$ cat src/rtl/spi_sched.sv
// rtl/spi_sched.sv - SPI master bus scheduler shared by NREQ requesters (option: SPI_SCHED_RR_EN)
module spi_sched #(
  parameter int NREQ    = 2,
  parameter int CLK_DIV = 2
) (
  input  logic              clk,
  input  logic              reset,
  input  logic [NREQ-1:0]   req,
  input  logic [8*NREQ-1:0] req_data,
  input  logic [NREQ-1:0]   req_cpha,
  output logic [NREQ-1:0]   grant,
  output logic              done,
  output logic [7:0]        rx_data,
  output logic              busy,
  output logic              sclk,
  output logic              mosi,
  input  logic              miso,
  output logic [NREQ-1:0]   cs
);

  localparam int CW = (CLK_DIV > 1) ? $clog2(CLK_DIV) : 1;
  localparam int IW = (NREQ > 1) ? $clog2(NREQ) : 1;
  localparam logic [CW-1:0] CNT_LAST = CW'(CLK_DIV - 1);

  typedef enum logic [2:0] {
    IDLE,
    LEAD,
    SHIFT,
    TRAIL,
    DONE
  } state_t;

  state_t          state;
  logic [CW-1:0]   cnt;
  logic            cnt_last;
  logic [3:0]      half;
  logic [3:0]      half_next;
  logic [7:0]      sr;
  logic            samp;
  logic            cpha;
  logic [IW-1:0]   win;
  logic            found;
  logic [NREQ-1:0] win_onehot;

  assign cnt_last   = (cnt == CNT_LAST);
  assign half_next  = half + 4'd1;
  assign win_onehot = NREQ'(1) << win;
  // The outgoing bit is always the top of the shift register.
  assign mosi       = sr[7];

`ifdef SPI_SCHED_RR_EN
  logic [IW-1:0] ptr;
  logic [IW-1:0] owner;

  // Round-robin pick: scan upward from the pointer, first pending requester wins.
  always_comb begin
    int idx;
    idx   = 0;
    win   = '0;
    found = 1'b0;
    for (int k = 0; k < NREQ; k++) begin
      idx = (int'(ptr) + k) % NREQ;
      if (!found && req[idx]) begin
        win   = IW'(idx);
        found = 1'b1;
      end
    end
  end
`else
  // Fixed priority pick: lowest pending index wins.
  always_comb begin
    win   = '0;
    found = 1'b0;
    for (int k = 0; k < NREQ; k++) begin
      if (!found && req[k]) begin
        win   = IW'(k);
        found = 1'b1;
      end
    end
  end
`endif

  // Transfer sequencer; every output is registered here.
  always_ff @(posedge clk) begin
    if (reset) begin
      state   <= IDLE;
      cnt     <= '0;
      half    <= '0;
      sr      <= '0;
      samp    <= 1'b0;
      cpha    <= 1'b0;
      cs      <= '1;
      grant   <= '0;
      sclk    <= 1'b0;
      done    <= 1'b0;
      busy    <= 1'b0;
      rx_data <= '0;
`ifdef SPI_SCHED_RR_EN
      ptr     <= '0;
      owner   <= '0;
`endif
    end else begin
      done <= 1'b0;
      case (state)
        IDLE: begin
          if (found) begin
            sr    <= req_data[8*win +: 8];
            cpha  <= req_cpha[win];
            cs    <= ~win_onehot;
            grant <= win_onehot;
            busy  <= 1'b1;
            cnt   <= '0;
            state <= LEAD;
`ifdef SPI_SCHED_RR_EN
            owner <= win;
`endif
          end
        end
        LEAD: begin
          if (cnt_last) begin
            // First rise happens here; CPHA 0 captures its first bit on it.
            cnt   <= '0;
            half  <= '0;
            sclk  <= 1'b1;
            state <= SHIFT;
            if (!cpha) samp <= miso;
          end else begin
            cnt <= cnt + 1'b1;
          end
        end
        SHIFT: begin
          if (cnt_last) begin
            cnt <= '0;
            if (half == 4'd15) begin
              state <= TRAIL;
            end else begin
              half <= half_next;
              sclk <= ~sclk;
              if (!half_next[0]) begin
                // Rising edge.
                if (cpha) sr <= {sr[6:0], samp};
                else      samp <= miso;
              end else begin
                // Falling edge; CPHA 0 skips the shift on the final fall.
                if (cpha)                    samp <= miso;
                else if (half_next != 4'd15) sr <= {sr[6:0], samp};
              end
            end
          end else begin
            cnt <= cnt + 1'b1;
          end
        end
        TRAIL: begin
          if (cnt_last) begin
            // Seven bits are already in the register; the eighth is still in samp.
            cnt     <= '0;
            cs      <= '1;
            grant   <= '0;
            done    <= 1'b1;
            rx_data <= {sr[6:0], samp};
            state   <= DONE;
          end else begin
            cnt <= cnt + 1'b1;
          end
        end
        DONE: begin
          busy  <= 1'b0;
          state <= IDLE;
`ifdef SPI_SCHED_RR_EN
          ptr   <= (owner == IW'(NREQ - 1)) ? '0 : owner + 1'b1;
`endif
        end
        default: state <= IDLE;
      endcase
    end
  end

endmodule
$ cat config.mk
export PLATFORM = sky130hd
export DESIGN_NAME = spi_sched
export DESIGN_NICKNAME = d
export VERILOG_FILES = /design/src/rtl/spi_sched.sv
export SDC_FILE = /design/constraint.sdc
export NUM_CORES = 1
export LEC_CHECK = 0
export ABC_AREA = 1
export CAP_MARGIN = 10
export CORE_UTILIZATION = 50
export DETAILED_ROUTE_END_ITERATION = 10
export GPL_ROUTABILITY_DRIVEN = 0
export PLACE_DENSITY = 0.83
export SYNTH_ARGS = -nofsm -noshare
export SYNTH_HDL_FRONTEND = slang
export SYNTH_SLANG_ARGS = --single-unit
export TNS_END_PERCENT = 5
$ cat constraint.sdc
create_clock -name clk -period 1.8 [get_ports clk]
set_clock_uncertainty 0.05 [all_clocks]
set_input_delay 0.18 -clock clk [delete_from_list [all_inputs] [get_ports clk]]
set_output_delay 0.18 -clock clk [all_outputs]
set_load 0.005 [all_outputs]
### After elaboration in Yosys (flattened, before gate mapping)

Cells that the tools add are included.

| word-level totals | value |
|---|---|
| logic and storage cells | 101 |
| bits in registers | 33 |
| memories | 0 |
| bits in latches | 0 |
| memory bits (writable) | 0 |
| input bits | 23 |
| bits in read-only memories | 0 |

| cells by class | value |
|---|---|
| eq/ne operators | 16 |
| reduce and logical (&&, ||, !) cells | 19 |
| magnitude comparators | 1 |
| bitwise gates (word level) | 3 |
| multiplexer cells | 46 |
| shift operators | 2 |
| multiply operators | 0 |
| add/subtract/negate cells | 2 |
| div/mod/pow operators | 0 |

Operators with widths:

| cell | number |
|---|---|
| 8-bit two-way mux | 7 |
| 1-bit two-way mux | 18 |
| 8-bit case mux with 2 select lines | 1 |
| 16-bit by 5-bit indexed part select with 8-bit output | 1 |
| 3-bit two-way mux | 5 |
| 4-bit two-way mux | 3 |
| 2-bit != test, second input constant | 6 |
| 3-bit != test, second input constant | 4 |
| 3-bit case mux with 4 select lines | 1 |
| 5-bit AND reduction | 2 |
| 2-bit nonzero test | 5 |
| 2-bit two-way mux | 4 |
| 1-bit case mux with 2 select lines | 4 |
| 2-bit case mux with 2 select lines | 2 |
| 4-bit case mux with 2 select lines | 1 |
| 2-bit AND reduction | 4 |
| 7-bit AND reduction | 1 |
| 3-bit by 2-bit equality test with 1-bit output, second input constant | 2 |
| 4-bit by 1-bit adder with 4-bit output, second input constant | 1 |
| 4-bit equality test, second input constant | 1 |
| 4-bit != test, second input constant | 1 |
| 4-bit AND reduction | 1 |
| 3-bit by 1-bit equality test with 1-bit output, second input constant | 1 |
| 3-bit equality test, second input constant | 1 |
| other kinds (11) | 12 |

### Depth between registers and ports, before layout

| logic depth | value |
|---|---|
| word-level depth | 8 |
| gate-level depth with buffers | 10 |

### Worst setup path after synthesis

No wires, ideal clock.

| timing | value |
|---|---|
| path kind | register to register |
| from | register half[1] |
| to | register sr[2] |
| setup slack | 0.436 ns |
| clock period less this slack | 1.364 ns |
| data arrival time | 1.250 ns |
| setup time | 0.064 ns |
| buffers on the path | 0 |
| cell stages (with the launch flop) | 10 |
| cell sequence | dfxtp_1 ha_1 inv_1 nand2_1 nand2_1 nor2_1 nand3_1 nand3_1 nand2_1 nor2_1 |

| on the way | value |
|---|---|
| word-level cells in the longest chain between the ends | 4 |
| elaborated cells between the ends (all ways) | 6 |
| those cells by class | 1 x add/sub; 4 x eq/ne; 1 x reduce/logical |

Ends and longest elaborated chain:

| element | line | source |
|---|---|---|
| start, declared | 36 | `logic [3:0] half;` |
| start signal, assigned | 137 | `half <= half_next;` |
| 4-bit by 1-bit adder with 4-bit output | 46 | `assign half_next = half + 4'd1;` |
| 4-bit != test | 146 | `else if (half_next != 4'd15) sr <= {sr[6:0], samp};` |
| 3-bit != test (no source line) | - |  |
| 7-bit AND reduction (no source line) (*) | - |  |
| end signal, assigned | 107 | `sr <= req_data[8*win +: 8];` |
| end signal, assigned | 141 | `if (cpha) sr <= {sr[6:0], samp};` |
| end signal, assigned | 146 |  |
| end, declared | 38 | `logic [7:0] sr;` |

Every way passes the cells marked *; elsewhere a longest branch is shown, timed or not.
A chain may end at the register's enable or synchronous reset.

### Worst setup path after layout

| timing | value |
|---|---|
| from | register half[0] |
| to | register sr[7] |

| on the way | value |
|---|---|
| word-level cells in the longest chain between the ends | 5 |
| elaborated cells between the ends (all ways) | 12 |
| those cells by class | 1 x add/sub; 6 x eq/ne; 4 x mux; 1 x reduce/logical |

Ends and longest elaborated chain:

| element |
|---|
| parallel branches: the longest is 5 deep, another holds 4-bit by 1-bit adder with 4-bit output |

Several ways; the timed one is not identified. The select of a mux whose other input is x is not followed.

==> metrics.cfg <==
[global_route]
overflow = 0
grt_busiest_layer = met2
antenna_found_initial = 0
grtUsageTotal_pct = 22.8
met2_usage_pct = 36.6
grt_first_pass_wirelength_mm = 6.33
grt_pass1_vias = 1476
met3_usage_pct = 7.56
grt_max_degree = 26
met1_usage_pct = 29.4

[die]
rows = 21
core_um2 = 3340
start_util_pct = 52.6
die_w_um = 61.2
ios = 39
die_h_um = 61.2
fp.dieArea_um2 = 3750

[route]
postRouteWirelength_mm = 3.87
drc = 0
via_per_inst = 4.90
wl_per_cell_um = 10.9
vias = 1746
dr.first_iter.drc_count = 45
firstDrtPassIters = 4
ant_nets = 0

[timing]
slew_viol_final = 0
finalHoldViolCount = 0
relSlewSlack_pct = 78.2
setup_viol = 0
fin_crit_sh_pct = 88.5
worst_slew_pin_slew_ns = 0.326
max_freq_mhz = 628
fin_setup_tns_ns = 0
fin_crit_ns = 1.59
holdWs_ns = 0.399
rsz0062_at_grt = false

[min_path]
hold_end = rx_data[4]
hold_start = rx_data[4]
hold_path_depth = 2
hold_path.class = flop to flop

[pwr]
peakVddDrop_mv = 0.793
pwr_density_cell_nw_per_um2 = 1330
power_leakage_nw = 1.05

[clock_tree]
cts_sinks = 33
insertion_delay_ns = 0.34
cts_setup_buffers = 0
numCtsBuffers = 5
cts.htree.levels = 2
clockBufferDepth = 2
cts_tree = yes
hold_buffers = 0
clk_pin_slew_ns = 0.10
cts_resized = 0
clockRootBuffer = clkbuf_4

[critical_path]
crit_start = half[0]
critPathKind = flop to flop
cp.required_ns = 2.03
worst_setup_path_start_kind = flop
cp-end-kind = flop
reg2reg_to = sr[7]
worstPathArrival_ns = 1.83
r2r-start = half[0]
rrSetupSlack_ns = 0.21
r2r_cells = 9
cp_max_fo = 8

[yosys]
async_reset_ff_share_pct = 0
yosysSeqAreaShare_pct = 37.7
synth_edf_count = 0
syn_nets = 290
synth_cell_type_count = 28
syn_area_per_cell_um2 = 6.62
synth_cells = 265
yosys.area.top_type_share_pct = 37.7
yosys_warnings = 0
yosys-top-cells-area = dfxtp_1, nand2_1, nor2_1
synthFlopType = dfxtp_1
ys_top_cells_by_count = nand2_1, nor2_1, dfxtp_1
yosysMostFrequentCell = nand2_1
yosys.area.top_type = dfxtp_1
ys_ff_latch = 33
syn_area_um2 = 1750

[final_layout]
ff_latch_area_um2 = 661
fill_cells = 304
n_antenna_cell = 0
final_util_pct = 68.5
area_growth_pct = 30.2
multiInputGateArea_um2 = 938
drive_gt1_share_pct = 9.68
nNetsFinal = 334

[place]
hpwl_mm = 2.87
io_buffers = 38

[status]
status = finished, final reports clean

[flow_run]
drv_cap = 0

==> critical path, cell delays in order (launching register included) <==
cell,delay [ns]
dfxtp_1,0.43
ha_1,0.23
inv_1,0.05
nand2_1,0.07
nand2_1,0.06
nor2_1,0.08
nand3_1,0.24
nand3_1,0.17
nand2_1,0.07
nor2_1,0.09
==> power by group <==
part / leakage [nW] / switching [mW] / internal (mW)
registers: 0.271 / 0.199 / 0.931
logic: 0.735 / 0.742 / 0.580
clock network: 0.0455 / 0.259 / 0.332
total: 1.05 / 1.20 / 1.84
==> metal layers <==
| metal | up-vias | wire, µm |
|---|---|---|
| met3 | 4 | 202 |
| met4 | 0 | 38 |
| met5 | - | 0 |
| met1 | 773 | 1800 |
| li1 | 928 | - |
| met2 | 41 | 1830 |
==> placed cells by master (no fill, tap or decap) <==
| master | n |
|---|---|
| a21oi_1 | 14 |
| a21oi_2 | 1 |
| buf_4 | 7 |
| bufinv_16 | 1 |
| clkbuf_1 | 1 |
| clkbuf_4 | 5 |
| clkbuf_8 | 1 |
| clkdlybuf4s50_1 | 38 |
| clkinv_4 | 1 |
| dfxtp_1 | 33 |
| ha_1 | 2 |
| inv_1 | 26 |
| inv_2 | 1 |
| nand2_1 | 68 |
| nand2_2 | 3 |
| nand2_4 | 3 |
| nand3_1 | 22 |
| nand3_2 | 1 |
| nand3b_1 | 1 |
| nand4_1 | 4 |
| nand4_2 | 1 |
| nor2_1 | 44 |
| nor2_4 | 4 |
| nor3_1 | 2 |
| o21ai_0 | 16 |
| o21ai_1 | 1 |
| o22ai_1 | 1 |
| or2_1 | 7 |
| or2_2 | 1 |
==> per-stage QoR <==
stage               setup WS, ns  power (mW)  instance area (µm²)  cells
floorplan                  0.436        2.08                 1750    265
global placement           0.240        2.42                 2200    348
detailed placement         0.193        2.46                 2200    348
CTS                        0.205        3.05                 2280    356
global route              0.0674        3.29                 2280    356
finish                     0.207        3.04                 2280    356
==> final cells by class <==
class	count	area share, %
clock inverter	1	1.31
tap	46	2.52
timing repair buffer	45	18.9
sequential	33	28.9
multi-input combinational	196	41.1
inverter	28	4.82
clock buffer	7	2.41
==> worst max path at each step <==
stage / endpoint / slack, ns
after floorplan: sr[2] / 0.44
after global placement: sr[4] / 0.24
after detailed placement: sr[3] / 0.19
after CTS: sr[3] / 0.20
after global routing: sr[6] / 0.07
final: sr[7] / 0.21
==> registers in the layout, summed over array words and instances (netlist names), 2 cells and up <==
signal   flops
rx_data      8
sr           8
state        3
grant        2
cs           2
half         4
==> kinds of logic after synthesis <==
kind of cell / Yosys count / synth area share [%]
AOI/OAI and AO/OA: 33 / 9.70
adders and majority gates: 2 / 1.43
DFF: 33 / 37.7
and+or+nand+nor: 161 / 42.4
buffers and inverters: 36 / 8.84
No activity file was read; power rests on OpenSTA's default activity.
